===== src/rtl/add32_selfcheck.sv =====
// Self-checking stimulus master for a registered 32-bit adder: corner + LFSR vectors vs a 33-bit golden sum.
// Optional macro ADD32_SELFCHECK_STOP_ON_ERR_EN ends the run at the first mismatching vector.
module add32_selfcheck #(
    parameter int          WIDTH     = 32,
    parameter int          NUM_VEC   = 16,
    parameter int          ADDER_LAT = 1,
    parameter logic [31:0] SEED      = 32'hACE1_2345
) (
    input  logic             clk,
    input  logic             rst,
    input  logic             start,
    output logic             enable,
    output logic [WIDTH-1:0] a,
    output logic [WIDTH-1:0] b,
    output logic             cin,
    input  logic [WIDTH-1:0] sum_r,
    input  logic             cout_r,
    output logic             busy,
    output logic             done,
    output logic             pass,
    output logic [15:0]      vec_cnt,
    output logic [15:0]      err_cnt,
    output logic [15:0]      first_err_idx
);
`ifdef ADD32_SELFCHECK_STOP_ON_ERR_EN
    localparam logic STOP_ON_ERR = 1'b1;
`else
    localparam logic STOP_ON_ERR = 1'b0;
`endif
    localparam logic [15:0]      NUM_VEC_W = 16'(NUM_VEC);
    localparam logic [15:0]      WAIT_INIT = (ADDER_LAT > 1) ? 16'(ADDER_LAT - 2) : 16'd0;
    localparam logic [15:0]      NO_ERR    = 16'hFFFF;
    localparam logic [WIDTH-1:0] POLY      = WIDTH'(32'h8020_0003);
    localparam logic [WIDTH-1:0] SEED_A    = WIDTH'(SEED);
    localparam logic [WIDTH-1:0] SEED_B    = WIDTH'(~SEED);

    typedef enum logic [2:0] {S_IDLE, S_LOAD, S_DRIVE, S_WAIT, S_CHECK, S_DONE} state_t;

    state_t           state_q, state_d;
    logic [15:0]      idx_q, idx_d, vec_cnt_q, vec_cnt_d, err_cnt_q, err_cnt_d;
    logic [15:0]      first_err_q, first_err_d, wait_q, wait_d;
    logic [WIDTH-1:0] lfsr_a_q, lfsr_a_d, lfsr_b_q, lfsr_b_d, a_q, a_d, b_q, b_d;
    logic             cin_q, cin_d, enable_q, enable_d, busy_q, busy_d;
    logic             done_q, done_d, pass_q, pass_d;
    logic [WIDTH:0]   exp_q, exp_d;
    logic [WIDTH-1:0] sel_a, sel_b;
    logic             sel_cin, mismatch;

    function automatic logic [WIDTH-1:0] lfsr_step(input logic [WIDTH-1:0] s);
        return (s >> 1) ^ (s[0] ? POLY : '0);
    endfunction

    always_comb begin
        sel_a   = lfsr_a_q;
        sel_b   = lfsr_b_q;
        sel_cin = lfsr_a_q[0] ^ lfsr_b_q[0];
        case (idx_q)
            16'd0: begin sel_a = '1; sel_b = '0; sel_cin = 1'b1; end
            16'd1: begin
                sel_a   = {1'b1, {(WIDTH-1){1'b0}}};
                sel_b   = {1'b1, {(WIDTH-1){1'b0}}};
                sel_cin = 1'b0;
            end
            16'd2: begin sel_a = '0; sel_b = '0; sel_cin = 1'b0; end
            16'd3: begin
                sel_a   = {1'b0, {(WIDTH-1){1'b1}}};
                sel_b   = WIDTH'(1);
                sel_cin = 1'b0;
            end
            default: ;
        endcase
    end

    assign mismatch = ({cout_r, sum_r} != exp_q);

    always_comb begin
        state_d     = state_q;
        idx_d       = idx_q;
        vec_cnt_d   = vec_cnt_q;
        err_cnt_d   = err_cnt_q;
        first_err_d = first_err_q;
        wait_d      = wait_q;
        lfsr_a_d    = lfsr_a_q;
        lfsr_b_d    = lfsr_b_q;
        a_d         = a_q;
        b_d         = b_q;
        cin_d       = cin_q;
        exp_d       = exp_q;
        enable_d    = 1'b0;
        busy_d      = busy_q;
        done_d      = done_q;
        pass_d      = pass_q;
        case (state_q)
            S_IDLE, S_DONE: begin
                if (start) begin
                    state_d     = S_LOAD;
                    idx_d       = 16'd0;
                    vec_cnt_d   = 16'd0;
                    err_cnt_d   = 16'd0;
                    first_err_d = NO_ERR;
                    lfsr_a_d    = SEED_A;
                    lfsr_b_d    = SEED_B;
                    busy_d      = 1'b1;
                    done_d      = 1'b0;
                    pass_d      = 1'b0;
                end
            end
            S_LOAD: begin
                if (idx_q == NUM_VEC_W) begin
                    state_d = S_DONE;
                    busy_d  = 1'b0;
                    done_d  = 1'b1;
                    pass_d  = (err_cnt_q == 16'd0);
                end else begin
                    a_d      = sel_a;
                    b_d      = sel_b;
                    cin_d    = sel_cin;
                    exp_d    = {1'b0, sel_a} + {1'b0, sel_b} + {{WIDTH{1'b0}}, sel_cin};
                    enable_d = 1'b1;
                    state_d  = S_DRIVE;
                    if (idx_q >= 16'd4) begin
                        lfsr_a_d = lfsr_step(lfsr_a_q);
                        lfsr_b_d = lfsr_step(lfsr_b_q);
                    end
                end
            end
            S_DRIVE: begin
                if (ADDER_LAT > 1) begin
                    state_d = S_WAIT;
                    wait_d  = WAIT_INIT;
                end else begin
                    state_d = S_CHECK;
                end
            end
            S_WAIT: begin
                if (wait_q == 16'd0) state_d = S_CHECK;
                else                 wait_d  = wait_q - 16'd1;
            end
            S_CHECK: begin
                vec_cnt_d = vec_cnt_q + 16'd1;
                idx_d     = idx_q + 16'd1;
                state_d   = S_LOAD;
                if (mismatch) begin
                    if (err_cnt_q != 16'hFFFF) err_cnt_d = err_cnt_q + 16'd1;
                    if (first_err_q == NO_ERR) first_err_d = idx_q;
                    if (STOP_ON_ERR) begin
                        state_d = S_DONE;
                        busy_d  = 1'b0;
                        done_d  = 1'b1;
                        pass_d  = 1'b0;
                    end
                end
            end
            default: state_d = S_IDLE;
        endcase
    end

    always_ff @(posedge clk) begin
        if (!rst) begin
            state_q     <= S_IDLE;
            idx_q       <= 16'd0;
            vec_cnt_q   <= 16'd0;
            err_cnt_q   <= 16'd0;
            first_err_q <= NO_ERR;
            wait_q      <= 16'd0;
            lfsr_a_q    <= SEED_A;
            lfsr_b_q    <= SEED_B;
            a_q         <= '0;
            b_q         <= '0;
            cin_q       <= 1'b0;
            exp_q       <= '0;
            enable_q    <= 1'b0;
            busy_q      <= 1'b0;
            done_q      <= 1'b0;
            pass_q      <= 1'b0;
        end else begin
            state_q     <= state_d;
            idx_q       <= idx_d;
            vec_cnt_q   <= vec_cnt_d;
            err_cnt_q   <= err_cnt_d;
            first_err_q <= first_err_d;
            wait_q      <= wait_d;
            lfsr_a_q    <= lfsr_a_d;
            lfsr_b_q    <= lfsr_b_d;
            a_q         <= a_d;
            b_q         <= b_d;
            cin_q       <= cin_d;
            exp_q       <= exp_d;
            enable_q    <= enable_d;
            busy_q      <= busy_d;
            done_q      <= done_d;
            pass_q      <= pass_d;
        end
    end

    assign enable        = enable_q;
    assign a             = a_q;
    assign b             = b_q;
    assign cin           = cin_q;
    assign busy          = busy_q;
    assign done          = done_q;
    assign pass          = pass_q;
    assign vec_cnt       = vec_cnt_q;
    assign err_cnt       = err_cnt_q;
    assign first_err_idx = first_err_q;

endmodule


===== config.mk =====
export PLATFORM = sky130hd
export DESIGN_NAME = add32_selfcheck
export DESIGN_NICKNAME = d
export VERILOG_FILES = /design/src/rtl/add32_selfcheck.sv
export SDC_FILE = /design/constraint.sdc
export NUM_CORES = 1
export LEC_CHECK = 0
export CAP_MARGIN = 20
export CORE_ASPECT_RATIO = 0.75
export CORE_MARGIN = 2
export CORE_UTILIZATION = 61
export DETAILED_ROUTE_END_ITERATION = 8
export PLACE_DENSITY = 0.95
export SYNTH_ARGS = -nofsm -noshare
export SYNTH_HDL_FRONTEND = slang
export SYNTH_SLANG_ARGS = --single-unit

===== constraint.sdc =====
create_clock -name clk -period 9.61 [get_ports clk]
set_clock_uncertainty 0.05 [all_clocks]
set_input_delay 1.922 -clock clk [delete_from_list [all_inputs] [get_ports clk]]
set_output_delay 1.922 -clock clk [all_outputs]
set_load 0.05 [all_outputs]

==> flow_metrics.env <==
export IMPL_outcome="finished, final reports clean"
export IMPL_ctsHtreeMaxLevel=1
export IMPL_dr_pass1_iters=6
export IMPL_tritoncts="built"
export IMPL_power_internal_mw=2.28
export IMPL_layout_core_utilization=0.736
export IMPL_totalNegativeSetupSlack_ns=0
export IMPL_ant_nets=0
export IMPL_fp_dieH_um=128
export IMPL_critPathLaunchType="flop"
export IMPL_worst_setup_path_type="reg2reg"
export IMPL_power_clock_fraction=0.265
export IMPL_tightest_slew_ns=1.12
export IMPL_worst_hold_path_type="reg2reg"
export IMPL_post_cts_resized=0
export IMPL_place_congestion=0.936
export IMPL_min_period_over_period=0.529
export IMPL_synth_seq_area_share=0.396
export IMPL_grt_max_degree=117
export IMPL_netlist_top_cells_area="sky130_fd_sc_hd__dfxtp_1 40%, sky130_fd_sc_hd__nand2_1 7.9%, sky130_fd_sc_hd__a21oi_1 5.3%, sky130_fd_sc_hd__nor2_1 4.4%, sky130_fd_sc_hd__ha_1 3.9%"
export IMPL_placement_io_buffers=152
export IMPL_finalNetCount=1740
export IMPL_cts_root_buf="sky130_fd_sc_hd__clkbuf_16"
export IMPL_netlist_area_leader_share=0.396
export IMPL_cts_hold_buffers_added=0
export IMPL_async_set_reset_flop_share_out_of_synthesis=0
export IMPL_fp_row_count=45
export IMPL_crit_fanout=65
export IMPL_multi_input_comb_area_sq_um=7080
export IMPL_grtUsageTotal=0.324
export IMPL_synthAdderAreaFrac=0.0427
export IMPL_ios=153
export IMPL_antennaDiodeCount=0
export IMPL_p_per_area_nw_per_um2=251
export IMPL_comb_power_share=0.394
export IMPL_sequentialPowerShare=0.341
export IMPL_period_needed_ns=5.08
export IMPL_netSwitchingPower_mw=1.46
export IMPL_setup_viol=0
export IMPL_mostFrequentLayoutCell="sky130_fd_sc_hd__nand2_1"
export IMPL_sequential_cell_area_sq_um=4980
export IMPL_numCtsBuffers=24
export IMPL_numClockSinks=249
export IMPL_clk_latency_ns=0.52
export IMPL_die_area_sq_um=21800
export IMPL_drc=0
export IMPL_ys_warnings_count=0
export IMPL_grt_pass1_vias=11437
export IMPL_longest_clk_path_bufs=3
export IMPL_cp_end_kind="flop"
export IMPL_synth_simple_gate_area_frac=0.254
export IMPL_final_hold_viol_count=0
export IMPL_switching_share=0.391
export IMPL_crit_slowest_cell="sky130_fd_sc_hd__fa_1"
export IMPL_initial_core_util=0.621
export IMPL_synth_xor_area_share=0.0522
export IMPL_detailed_placement_hpwl_um=24400
export IMPL_timing_max_transition_violations_final=0
export IMPL_grt_setup_unrepaired="no"
export IMPL_detail_route_wl_per_cell_um=18.9
export IMPL_max_slew_margin_rel=0.249
export IMPL_power_static_leakage_nw=5.62
export IMPL_post_cts_setup_bufs=0
export IMPL_syn_inst=1578
export IMPL_ys_flop_type="sky130_fd_sc_hd__dfxtp_1"
export IMPL_post_route_cells_drive_above_1_share=0.0518
export IMPL_synth_area_mux_share=0.00159
export IMPL_post_synth_top_area_cell="sky130_fd_sc_hd__dfxtp_1"
export IMPL_synth_enable_flop_cells=0
export IMPL_crit_path_max_incr_delay_ns=0.50
export IMPL_antenna_violations_before_repair=0
export IMPL_num_vias=12430
export IMPL_ys_ff_latch=249
export IMPL_grt_pass1_wl_um=58200
export IMPL_avgSynthCellArea_sq_um=7.98
export IMPL_synth_net_count=1655
export IMPL_route_detailed_vias_per_inst=6.41
export IMPL_cp_data_arrival_time_ns=5.42
export IMPL_critPathRequiredTime_ns=9.94
export IMPL_yosysUniqueCellTypes=85
export IMPL_layout_common_cells="263 x sky130_fd_sc_hd__nand2_1, 249 x sky130_fd_sc_hd__dfxtp_1, 151 x sky130_fd_sc_hd__clkdlybuf4s50_1"
export IMPL_path_cells="nor4_1 -> nand4_1 -> a21o_1 -> buf_4 -> a21o_1 -> fa_1 -> fa_1 -> a211oi_1 -> o21ai_1 -> and4_1 -> or2_1 -> a2111oi_0 -> a2bb2oi_1 -> nor2_1"
export IMPL_syn2layout_area_growth_pct=18.4
export IMPL_worst_setup_hold_path_clk_slew_ns=0.06
export IMPL_cap_viol_max_count=0
export IMPL_syn_area_sq_um=12600
export IMPL_ir_drop_uv=153
export IMPL_detail_route_iter0_violations=1787
export IMPL_synth_top_family_by_area="simple AND/OR/NAND/NOR gates"
export IMPL_maxClockFrequency_mhz=197
export IMPL_fillerInstances=1441
export IMPL_die_width_um=170
export IMPL_globalRoute_totalOverflow=0
export IMPL_detail_route_wirelength_um=36600
export IMPL_design_core_area_sq_um=20300
export IMPL_synthesized_area_fraction_occupied_by_ao_oa_aoi_and_oai_cells=0.209
## final cells by class
class,instances,area share
timing repair buffer,163,0.109
tap,258,0.0216
sequential,249,0.334
multi-input combinational,1208,0.475
clock inverter,11,0.00940
clock buffer,33,0.0460
inverter,17,0.00445
## cell usage after synthesis (4+ instances only)
| library cell | number |
|---|---|
| sky130_fd_sc_hd__nand2_1 | 265 |
| sky130_fd_sc_hd__dfxtp_1 | 249 |
| sky130_fd_sc_hd__nor2_1 | 148 |
| sky130_fd_sc_hd__a21oi_1 | 133 |
| sky130_fd_sc_hd__clkbuf_1 | 60 |
| sky130_fd_sc_hd__nand3_1 | 57 |
| sky130_fd_sc_hd__a21o_1 | 51 |
| sky130_fd_sc_hd__xnor2_1 | 46 |
| sky130_fd_sc_hd__nor3_1 | 42 |
| sky130_fd_sc_hd__o21ai_0 | 41 |
| sky130_fd_sc_hd__a22oi_1 | 40 |
| sky130_fd_sc_hd__ha_1 | 39 |
| sky130_fd_sc_hd__and2_1 | 33 |
| sky130_fd_sc_hd__xor2_1 | 29 |
| sky130_fd_sc_hd__buf_2 | 27 |
| sky130_fd_sc_hd__nand4_1 | 27 |
| sky130_fd_sc_hd__o21ai_1 | 24 |
| sky130_fd_sc_hd__o22ai_1 | 19 |
| sky130_fd_sc_hd__o211ai_1 | 18 |
| sky130_fd_sc_hd__inv_1 | 17 |
| sky130_fd_sc_hd__nor4_1 | 17 |
| sky130_fd_sc_hd__and3_1 | 16 |
| sky130_fd_sc_hd__or3_1 | 16 |
| sky130_fd_sc_hd__a31oi_1 | 12 |
| sky130_fd_sc_hd__nand3b_1 | 11 |
| sky130_fd_sc_hd__a211oi_1 | 9 |
| sky130_fd_sc_hd__buf_1 | 8 |
| sky130_fd_sc_hd__o21bai_1 | 8 |
| sky130_fd_sc_hd__and4_1 | 7 |
| sky130_fd_sc_hd__nor2b_1 | 7 |
| sky130_fd_sc_hd__a211o_1 | 6 |
| sky130_fd_sc_hd__nand2b_1 | 6 |
| sky130_fd_sc_hd__o21a_1 | 5 |
| sky130_fd_sc_hd__or2_2 | 5 |
| sky130_fd_sc_hd__a2111oi_0 | 4 |
| sky130_fd_sc_hd__a22o_1 | 4 |
| sky130_fd_sc_hd__buf_6 | 4 |
## through the flow
step	power (mW)	hold WS [ns]	setup WS [ns]	instance area, sq um	instances
finish	3.74	0.403	4.53	14900	1939
global route	3.91	0.423	4.23	14900	1939
CTS	3.70	0.406	4.67	14900	1937
detailed placement	2.71	0.397	4.75	14000	1893
global placement	2.67	0.393	4.91	14000	1893
floorplan	2.36	0.394	5.31	12600	1578
## flip-flops by register name, indices dropped and copies added (netlist names), 3 cells and up
signal,cells
exp_q,33
a,32
b,32
lfsr_a_q,32
lfsr_b_q,32
err_cnt,16
first_err_idx,16
idx_q,16
vec_cnt,16
wait_q,16
state_q,3
## power groups by stage
stage	registers, mW	logic [mW]	clock network, mW
floorplan	1.41	0.946	0
global placement	1.28	1.38	0
detailed placement	1.29	1.42	0
CTS	1.27	1.43	0.995
global route	1.28	1.59	1.04
finish	1.28	1.48	0.993
## critical path: cells and delay by family (launching register included)
family                     cells  cell delay, ns
DFF                            1            0.36
adders and majority gates      2            0.95
and+or+nand+nor                5            1.41
buffers and inverters          1            0.29
AOI/OAI and AO/OA              6            1.83
## metal layers
layer / wire length, um / global-route usage / vias up
met1: 15800 / 0.463 / 5824
met4: 1060 / 0.0950 / 0
met5: 0 / 0 / -
met3: 3690 / 0.0489 / 103
met2: 16100 / 0.513 / 750
li1: - / - / 5753
## final timing paths
kind	start	endpoint	slack, ns	cells past startpoint
hold / removal	b[17]$_SDFFE_PN0P_	b[17]$_SDFFE_PN0P_	0.40	2
hold reg to reg	b[17]$_SDFFE_PN0P_	b[17]$_SDFFE_PN0P_	0.40	2
setup reg to reg	idx_q[10]$_SDFFE_PN0P_	exp_q[24]$_SDFFE_PN0P_	4.53	14
setup / recovery	idx_q[10]$_SDFFE_PN0P_	exp_q[24]$_SDFFE_PN0P_	4.53	14
## cell families (layout without fill, tap and decap cells)
logic type | after synthesis | in the layout
xor gates and xnor gates | 75 | 75
DFF | 249 | 249
adders and majority gates | 42 | 42
muxes | 2 | 2
AOI/OAI and AO/OA | 408 | 408
and+or+nand+nor | 681 | 681
buffers and inverters | 121 | 224
No activity file was read; power rests on OpenSTA's default activity.
